==> src/rtl/usb_tx_encoder.sv <==
// USB full-speed transmit line encoder: SYNC, NRZI with bit stuffing (LSB first), EOP, idle J.
// Define USB_TX_ABORT_EN to add tx_abort (7-bit stuff-violation abort followed by a normal EOP).
module usb_tx_encoder #(
    parameter int CLKS_PER_BIT = 8
) (
    input  logic       clk,
    input  logic       n_rst,
    input  logic       tx_start,
    input  logic [7:0] tx_data,
    input  logic       tx_data_valid,
`ifdef USB_TX_ABORT_EN
    input  logic       tx_abort,
`endif
    output logic       tx_byte_ack,
    output logic       tx_busy,
    output logic       tx_done,
    output logic       d_plus,
    output logic       d_minus
);

    localparam int TW = $clog2(CLKS_PER_BIT);
    localparam logic [TW-1:0] TMAX = TW'(CLKS_PER_BIT - 1);

`ifdef USB_TX_ABORT_EN
    typedef enum logic [2:0] {IDLE, SYNC, DATA, STUFF, EOP_SE0, EOP_J, ABORT} state_t;
`else
    typedef enum logic [2:0] {IDLE, SYNC, DATA, STUFF, EOP_SE0, EOP_J} state_t;
`endif

    state_t          state, state_n;
    logic [TW-1:0]   timer, timer_n;
    logic [2:0]      bit_idx, bit_idx_n;
    logic [2:0]      ones, ones_n;
    logic [7:0]      shreg, shreg_n;
    logic            dp_n, dm_n, busy_n, done_n;
    logic            boundary, byte_end, emit_en, emit_bit;
    logic [2:0]      nxt_idx;

    assign boundary = (timer == TMAX);
    assign nxt_idx  = bit_idx + 3'd1;

    always_ff @(posedge clk or negedge n_rst) begin
        if (!n_rst) begin
            state   <= IDLE;
            timer   <= '0;
            bit_idx <= '0;
            ones    <= '0;
            shreg   <= '0;
            d_plus  <= 1'b1;
            d_minus <= 1'b0;
            tx_busy <= 1'b0;
            tx_done <= 1'b0;
        end else begin
            state   <= state_n;
            timer   <= timer_n;
            bit_idx <= bit_idx_n;
            ones    <= ones_n;
            shreg   <= shreg_n;
            d_plus  <= dp_n;
            d_minus <= dm_n;
            tx_busy <= busy_n;
            tx_done <= done_n;
        end
    end

    always_comb begin
        state_n     = state;
        timer_n     = timer;
        bit_idx_n   = bit_idx;
        ones_n      = ones;
        shreg_n     = shreg;
        dp_n        = d_plus;
        dm_n        = d_minus;
        busy_n      = tx_busy;
        done_n      = 1'b0;
        tx_byte_ack = 1'b0;
        byte_end    = 1'b0;
        emit_en     = 1'b0;
        emit_bit    = 1'b0;

        if (state != IDLE)
            timer_n = boundary ? '0 : timer + 1'b1;

        case (state)
            IDLE: begin
                // A start coinciding with the done pulse belongs to the old packet and is dropped.
                if (tx_start && !tx_done) begin
                    state_n   = SYNC;
                    timer_n   = '0;
                    bit_idx_n = '0;
                    ones_n    = '0;
                    busy_n    = 1'b1;
                    emit_en   = 1'b1;
                    emit_bit  = 1'b0;
                end
            end
            SYNC: begin
                if (boundary) begin
                    if (bit_idx == 3'd7) begin
                        byte_end = 1'b1;
                    end else begin
                        bit_idx_n = nxt_idx;
                        emit_en   = 1'b1;
                        emit_bit  = (bit_idx == 3'd6);
                    end
                end
            end
            DATA: begin
                if (boundary) begin
                    if (ones == 3'd6) begin
                        // Stuff bit holds bit_idx so the byte-end test still sees bit 7.
                        state_n  = STUFF;
                        emit_en  = 1'b1;
                        emit_bit = 1'b0;
                    end else if (bit_idx == 3'd7) begin
                        byte_end = 1'b1;
                    end else begin
                        bit_idx_n = nxt_idx;
                        emit_en   = 1'b1;
                        emit_bit  = shreg[nxt_idx];
                    end
                end
            end
            STUFF: begin
                if (boundary) begin
                    if (bit_idx == 3'd7) begin
                        byte_end = 1'b1;
                    end else begin
                        state_n   = DATA;
                        bit_idx_n = nxt_idx;
                        emit_en   = 1'b1;
                        emit_bit  = shreg[nxt_idx];
                    end
                end
            end
            EOP_SE0: begin
                if (boundary) begin
                    if (bit_idx == 3'd1) begin
                        state_n   = EOP_J;
                        bit_idx_n = '0;
                        dp_n      = 1'b1;
                        dm_n      = 1'b0;
                    end else begin
                        bit_idx_n = nxt_idx;
                    end
                end
            end
            EOP_J: begin
                if (boundary) begin
                    state_n   = IDLE;
                    timer_n   = '0;
                    bit_idx_n = '0;
                    ones_n    = '0;
                    busy_n    = 1'b0;
                    done_n    = 1'b1;
                end
            end
`ifdef USB_TX_ABORT_EN
            ABORT: begin
                if (boundary) begin
                    if (bit_idx == 3'd6) begin
                        state_n   = EOP_SE0;
                        bit_idx_n = '0;
                        dp_n      = 1'b0;
                        dm_n      = 1'b0;
                    end else begin
                        bit_idx_n = nxt_idx;
                    end
                end
            end
`endif
            default: state_n = IDLE;
        endcase

`ifdef USB_TX_ABORT_EN
        // Abort wins over any byte load or stuff decision made at the same boundary.
        if (boundary && tx_abort && (state == SYNC || state == DATA || state == STUFF)) begin
            state_n   = ABORT;
            bit_idx_n = '0;
            ones_n    = '0;
            byte_end  = 1'b0;
            emit_en   = 1'b0;
        end
`endif

        if (byte_end) begin
            bit_idx_n = '0;
            if (tx_data_valid) begin
                tx_byte_ack = 1'b1;
                shreg_n     = tx_data;
                state_n     = DATA;
                emit_en     = 1'b1;
                emit_bit    = tx_data[0];
            end else begin
                state_n = EOP_SE0;
                ones_n  = '0;
                dp_n    = 1'b0;
                dm_n    = 1'b0;
            end
        end

        // NRZI: 0 toggles J/K and breaks the run of ones; 1 holds the line.
        if (emit_en) begin
            if (!emit_bit) begin
                dp_n   = ~d_plus;
                dm_n   = d_plus;
                ones_n = '0;
            end else begin
                ones_n = ones + 3'd1;
            end
        end
    end

endmodule

==> config.mk <==
export PLATFORM = sky130hd
export DESIGN_NAME = usb_tx_encoder
export DESIGN_NICKNAME = d
export VERILOG_FILES = /design/src/rtl/usb_tx_encoder.sv
export SDC_FILE = /design/constraint.sdc
export NUM_CORES = 1
export LEC_CHECK = 0
export ABC_AREA = 1
export CORE_UTILIZATION = 35
export DETAILED_ROUTE_END_ITERATION = 7
export PLACE_DENSITY = 0.62
export SYNTH_ARGS = -nofsm -noshare
export SYNTH_HDL_FRONTEND = slang
export SYNTH_SLANG_ARGS = --single-unit
==> constraint.sdc <==
create_clock -name clk -period 1.9 [get_ports clk]
set_input_delay 0.38 -clock clk [delete_from_list [all_inputs] [get_ports clk]]
set_output_delay 0.38 -clock clk [all_outputs]
set_load 0.05 [all_outputs]
-- Word-level counts from Yosys, hierarchy flattened
Index checks and enable logic that the tools add are counted.
W data, S select, Z words.
- input bits: 12
- output and inout bits: 5
- bits in registers: 24
- word-level logic and storage cells: 125
- add/sub/neg operators: 3
- reductions and logical operators: 11
- $lt $le $gt $ge: 1
- equal/unequal tests: 23
- bitwise operators: 1
- muxes and demuxes: 77
- operators with widths (operator ; number):
    $mux W3 ; 28
    $mux W1 ; 40
    $ne A3 B3 Y1 const B ; 9
    $eq A3 B3 Y1 const B ; 6
    $pmux W3 S6 ; 1
    $pmux W3 S5 ; 1
    $pmux W3 S2 ; 2
    $add A3 B1 Y3 const B ; 3
    $reduce_and A9 Y1 ; 1
    $reduce_and A7 Y1 ; 1
    $eq A3 B1 Y1 const B ; 2
    $eq A3 B2 Y1 const B ; 2
    $ne A2 B2 Y1 const B ; 3
    $pmux W1 S3 ; 2
    $reduce_bool A6 Y1 ; 1
    $lt A3 B4 Y1 const B ; 1
    $pmux W1 S2 ; 2
    $bmux W1 S3 ; 1
    $logic_not A3 Y1 ; 1
    $ne A3 B1 Y1 const B ; 1
    $reduce_and A3 Y1 ; 1
    $reduce_bool A3 Y1 ; 1
    $reduce_and A2 Y1 ; 1
    $reduce_bool A2 Y1 ; 1
    4 further kinds ; 4

-- Longest topological paths before layout
Gate-level depths: netlist of the first run.
- depth after elaboration: 11
- gate-level depth with buffers: 14
- depth with buffers taken out: 14

-- Worst setup path after synthesis of the first run
Ideal clock, no wire load.
- path type: reg2out
- from: register bit_idx[0]
- to: output port tx_byte_ack
- required time: 1.520 ns
- cell stages (with the launch flop): 8
- path slack: 0.117 ns
- arrival time: 1.403 ns
- path through: dfrtp_1 > ha_1 > ha_1 > nand2_4 > nor2_8 > nand2_4 > inv_4 > buf_6
- word-level cells in the longest chain between the ends: 6
- elaborated cells between the ends (all ways): 7
- ends and longest elaborated chain (element ; RTL line ; RTL):
    start: declaration ; 32 ; logic [2:0] bit_idx, bit_idx_n;
    start signal: assignment ; 56 ; bit_idx <= bit_idx_n;
    $eq A3 B3 Y1 (*) ; 99, 115, 126 ;
    $mux W1 (*) ; 99, 115, 126 ;
    $mux W1 ; 110 ; if (ones == 3'd6) begin
    $mux W1 ; 109 ; if (boundary) begin
    $pmux W1 S2 (*) ; 84 ; case (state)
    $mux W1 (*) ; 186 ; if (byte_end) begin
    end: declaration ; 14 ; output logic tx_byte_ack,
Every way passes the cells marked *; elsewhere a longest branch is shown, timed or not.

-- Final worst setup path of the first run
- from: register ones[1]
- to: output port tx_byte_ack
- word-level cells in the longest chain between the ends: 5
- ends and longest elaborated chain (element ; RTL line ; RTL):
    start: declaration ; 33 ; logic [2:0] ones, ones_n;
    start signal: assignment ; 57 ; ones <= ones_n;
    $eq A3 B3 Y1 ; 110 ;
    $mux W1 ; 110 ;
    $mux W1 ; 109 ;
    $pmux W1 S2 ; 84 ;
    $mux W1 ; 186 ;
No other way between the ends.

==> results of run 1 <==
==> path summary, 6_finish.rpt <==
kind                       slack, ps      from           to
setup / recovery                  20   ones[1]  tx_byte_ack
hold / removal                   460     n_rst      d_minus
setup reg to reg                 130   ones[1]     state[0]
hold reg to reg                  490  shreg[3]     shreg[3]
max in group asynchronous       1150     n_rst       d_plus
min in group clk                 490  shreg[3]     shreg[3]
==> cells by family after synthesis <==
family | after synthesis | share of synthesized area (%)
flops | 24 | 39.6
fa+ha+maj | 8 | 6.59
simple gates | 104 | 33.7
buf+inv | 31 | 8.73
compound gates | 29 | 10.8
xor+xnor | 1 | 0.577
==> stage by stage <==
stage	util, %	hold slack (ps)	total power [mW]	cell area [µm²]	setup WS, ps
after CTS	45.8	478	1.01	1870	0.318
after detailed placement	43.6	468	0.692	1780	126
after global placement	43.6	470	0.692	1780	146
after global routing	48.5	482	1.06	1980	-52.1
final	48.5	462	1.00	1980	17.4
after floorplan	-	84.4	0.633	1520	117
==> layer usage <==
metal,GRT usage (%),vias up
met2,25.5,22
met4,6.51,0
met1,22.0,622
li1,-,707
met5,0,-
met3,2.00,6
==> what timing repair did <==
action	CTS	global route
endpoints found under the hold margin	0	0
setup endpoints to repair	1	2
gates cloned	0	0
gates resized for setup	4	9
pin swaps	2	5
buffers inserted	5	10
==> cells in the mapped netlist, drive strengths merged <==
master  instances  share of area (%)
inv            29                7.5
o21bai          1               0.49
nand3b          1               0.74
a21oi           4                1.3
dfrtp          23                 38
nor2           17                6.3
buf             2                1.2
a22oi           1               0.49
nand3          14                4.9
or2             1               0.41
nand4           3                2.2
nand2          68                 19
a211oi          1               0.49
a21o            1               0.49
o31ai           1               0.49
a31oi           2               0.82
xor2            1               0.58
ha              8                6.6
o21ai          18                6.2
dfstp           1                1.7
==> layout make-up <==
type                            count  area [µm²]
Multi-Input combinational cell    142         822
Fill cell                         419        2110
Sequential cell                    24         604
Inverter                           29         114
Clock buffer                        4        45.0
Tap cell                           50        62.6
Timing Repair Buffer               38         333
==> sequential cells by signal, indices dropped and copies added (netlist names) <==
signal	count
bit_idx	3
shreg	8
tx_done	1
d_plus	1
state	3
d_minus	1
timer	3
ones	3
tx_busy	1
==> power breakdown <==
| part | leakage [nW] | internal (mW) | total [mW] | switching, mW |
|---|---|---|---|---|
| combinational | 0.724 | 0.0642 | 0.147 | 0.0833 |
| sequential | 0.305 | 0.530 | 0.541 | 0.0111 |
| clock | 0.0228 | 0.150 | 0.314 | 0.164 |
==> impl_metrics.tcl, run 1 <==
set metrics [dict create \
    layout_min_cycle_time_ps 1880 \
    p_leak_nw 1.05 \
    layout_common_cells "nand2_1, buf_4, inv_1, dfrtp_1" \
    syn-num-nets 217 \
    cts_num_sinks 24 \
    synth_seq_cells 24 \
    fp.coreArea_mm2 0.00409 \
    grt_pass1_vias 1246 \
    cts_hold_buf 0 \
    yosys.cell_types.count 31 \
    numCtsBuffers 3 \
    rows 23 \
    antenna_found_initial 0 \
    drtAntennaViolNets 0 \
    crit_required_ps 1520 \
    clockBufferDepth 2 \
    final_layout_size_suffix_gt1_share_pct 24.1 \
    syn_avg_cell_area_um2 7.71 \
    maxUsedRoutingLayer "met4" \
    wl_met1_mm 1.60 \
    slew_violations 0 \
    worstRegToRegCells 13 \
    track_usage_pct 16.0 \
    cpMaxStageDelayCell "dfrtp_1" \
    cp_max_fo 2 \
    status "completed" \
    max_freq_mhz 531 \
    io_buffers 16 \
    path_class "reg2out" \
    die_h_um 67.9 \
    yosys_warnings 0 \
    drt_iter0_markers 28 \
    met3_length_um 90 \
    grt_pass1_wl_mm 5.50 \
    worst_pin_slew_ps 488 \
    crit_arrival_ps 1500 \
    rsz0062_at_grt "yes" \
    slew_headroom_pct 67.4 \
    dieArea_mm2 0.00461 \
    crit_cells 9 \
    endpoint_kind "output pin" \
    htreeDepth 1 \
    dpl.hpwl_mm 2.35 \
    crit_chain "ha_4 > nand2_2 > inv_2 > nand2_2 > nand2_4 > nor2_8 > nand2_4 > inv_4 > buf_12" \
    crit_family "flip-flops" \
    fin_crit_sh_pct 99.1 \
    drc 0 \
    first_pass_iters 4 \
    insertion_delay_ps 270 \
    drv_cap 0 \
    die_x_um 67.9 \
    cts_tree "built" \
    syn_inst 197 \
    io_pins 17 \
    initial_core_util_pct 37.2 \
    final_hold_viol_count 0 \
    hold_class "in2async" \
    final_net_count 258 \
    cp_num_buf_inv 3 \
    setup_viol_count_final 0 \
    vias 1357 \
    crit_path_start_kind "register" \
    area_delta_synth_final_pct 30.4 \
    ir_drop_mv 0.291 \
    wl_per_cell_um 11.1 \
    finalSetupTns_ps 0 \
    viasPerCell 4.73 \
    worst_path_largest_cell_delay_ps 420 \
    dp.cells 268 \
    stdcell_count 287 \
    grt_max_degree 25 \
    overflow 0 \
    place_congestion 0.846 \
    seq_area_frac_synth_pct 39.6 \
    syn_area_mm2 0.00152 \
    final_common_cell "nand2_1" \
    cts_root_buf "clkbuf_8" \
    totalWireLength_mm 3.20 \
    diodes 0 \
    clk_pin_slew_worst_paths_ps 90 \
    fin_worst_skew_ps 8.54 \
    p_per_area_mw_per_mm2 506 \
    met2_length_mm 1.45 \
]
(Power assumes the default switching activity.)
==> run 2: changes to the inputs <==
Settings changed: CORE_MARGIN set to 5.
==> impl_metrics.tcl, run 2 (synthesis results as in run 1) <==
set metrics [dict create \
    status "completed" \
    worstRegToRegCells 14 \
    dieArea_mm2 0.00576 \
    worst_hold_slack_ps 466 \
    fillCellCount 427 \
    final_layout_size_suffix_gt1_share_pct 27.3 \
    fp.coreArea_mm2 0.00429 \
    worst_pin_slew_ps 488 \
    crit_chain "ha_4 > nand2_2 > inv_2 > nand2_4 > nand2_4 > nor2_8 > nand2_4 > inv_4 > buf_12" \
    cpMaxStageDelayCell "dfrtp_1" \
    cts_hold_buf 0 \
    vias 1370 \
    crit_required_ps 1520 \
    track_usage_pct 13.4 \
    clockBufferDepth 2 \
    fin_worst_skew_ps 3.47 \
    drv_cap 0 \
    p_per_area_mw_per_mm2 517 \
    wl_per_cell_um 11.9 \
    final_common_cell "nand2_1" \
    r2r-end "bit_idx[0]" \
    grt_pass1_wl_mm 5.91 \
    crit_path_start_kind "register" \
    crit_arrival_ps 1490 \
    die_h_um 75.9 \
    crit_path_frequent_cell "nand2_4" \
    insertion_delay_ps 270 \
    cp_num_buf_inv 3 \
    hold_class "in2async" \
    clk_pin_slew_worst_paths_ps 90 \
    io_buffers 16 \
    rsz0062_at_grt "yes" \
    final_net_count 259 \
    initial_core_util_pct 35.4 \
    drtAntennaViolNets 0 \
    crit_family "flip-flops" \
    slew_violations 0 \
    max_flop_register "shreg" \
    path_class "reg2out" \
    pre_cts_slack_ps 88.7 \
    area_delta_synth_final_pct 32.6 \
    place_congestion 0.789 \
    htreeDepth 1 \
    cts_num_sinks 24 \
    grt_pass1_vias 1305 \
    fin_util_pct 46.9 \
    io_pins 17 \
    numCtsBuffers 3 \
    slew_headroom_pct 67.3 \
    rows 24 \
    cts_root_buf "clkbuf_8" \
    viasPerCell 4.72 \
    ir_drop_mv 0.379 \
    max_freq_mhz 534 \
    regToRegSetupSlack_ps 80 \
    dpl.hpwl_mm 2.46 \
    endpoint_kind "output pin" \
    grt_max_degree 25 \
    layout_min_cycle_time_ps 1870 \
    diodes 0 \
    worst_path_largest_cell_delay_ps 430 \
    final_hold_viol_count 0 \
    p_leak_nw 1.06 \
    setup_viol_count_final 0 \
    placed_cell_area_mm2 0.00177 \
    drc 0 \
    totalWireLength_mm 3.46 \
    drt_iter0_markers 46 \
    overflow 0 \
    fin_crit_sh_pct 98.6 \
    reg2reg_from "ones[0]" \
    fin_area_mm2 0.00201 \
    layout_common_cells "nand2_1, buf_4, inv_1, dfrtp_1" \
    largest_reg_flops 8 \
    cp_max_fo 3 \
    layout_setup_ws_ps 26.4 \
    cts_tree "built" \
    antenna_found_initial 0 \
    die_x_um 75.9 \
    first_pass_iters 4 \
]
## run 2: changes by cell type in the layout (fill, tap and decap cells not counted)
cell / before / now
nor2_2: 0 / 1
clkbuf_8: 3 / 4
nand2_2: 5 / 6
a21oi_2: 0 / 1
nand2_4: 4 / 5
nor2_1: 14 / 13
buf_4: 23 / 26
inv_4: 2 / 3
inv_2: 5 / 4
a21oi_1: 4 / 3
clkbuf_1: 1 / 0
clkdlybuf4s50_1: 14 / 12
nand2_1: 59 / 57
## run 2: worst max path at each step
stage,from,end,slack [ps],cells past startpoint
floorplan,bit_idx[0],tx_byte_ack,120,7
global placement,bit_idx[0],tx_byte_ack,140,7
detailed placement,bit_idx[0],tx_byte_ack,90,7
CTS,ones[0],tx_byte_ack,0.6,10
global route,ones[1],tx_byte_ack,-40,9
finish,ones[1],tx_byte_ack,30,9
## run 2: routing by layer
| layer | global-route usage [%] | vias up | share of wire (%) |
|---|---|---|---|
| met2 | 21.5 | 20 | 47 |
| met4 | 4.66 | 0 | 1.9 |
| met3 | 1.58 | 6 | 1.8 |
| met1 | 18.6 | 635 | 49 |
| met5 | 0 | - | 0 |
| li1 | - | 709 | - |
## run 2: worst register-to-register path, cell delays in order (launching register included)
cell and delay [ps]:
dfrtp_1 390, inv_2 90, ha_4 130, nand2_2 40, inv_2 80, nand2_4 60
buf_4 130, buf_4 130, buf_4 120, buf_4 120, a21oi_2 140, nor2_2 70
nand4_4 100, nor2_1 50, a21oi_1 110
## run 2: layout make-up
type,instances,area [µm²],area share [%]
clock buffer,4,55.1,2.73
inverter,29,116,5.78
multi-input combinational,142,838,41.6
sequential,24,604,30.0
tap,52,65.1,3.23
timing repair buffer,39,335,16.6
## run 2: power breakdown
part / switching [mW] / internal (mW) / leakage, nW / total, mW
Combinational: 0.0850 / 0.0629 / 0.730 / 0.148
Clock: 0.167 / 0.185 / 0.0288 / 0.352
Sequential: 0.0120 / 0.530 / 0.305 / 0.542
## run 2: what timing repair did
item	in CTS	in global routing
cloned	0	0
pin swaps	3	4
endpoints found under the setup margin	1	9
buffers inserted	11	6
gates resized for setup	5	14
## run 2: metrics by stage
step	instances	TNS, ps	total power [mW]
finish	290	0	1.04
global route	290	-38.6	1.09
CTS	284	0	1.04
detailed placement	269	0	0.692
global placement	269	0	0.691
floorplan	197	0	0.633
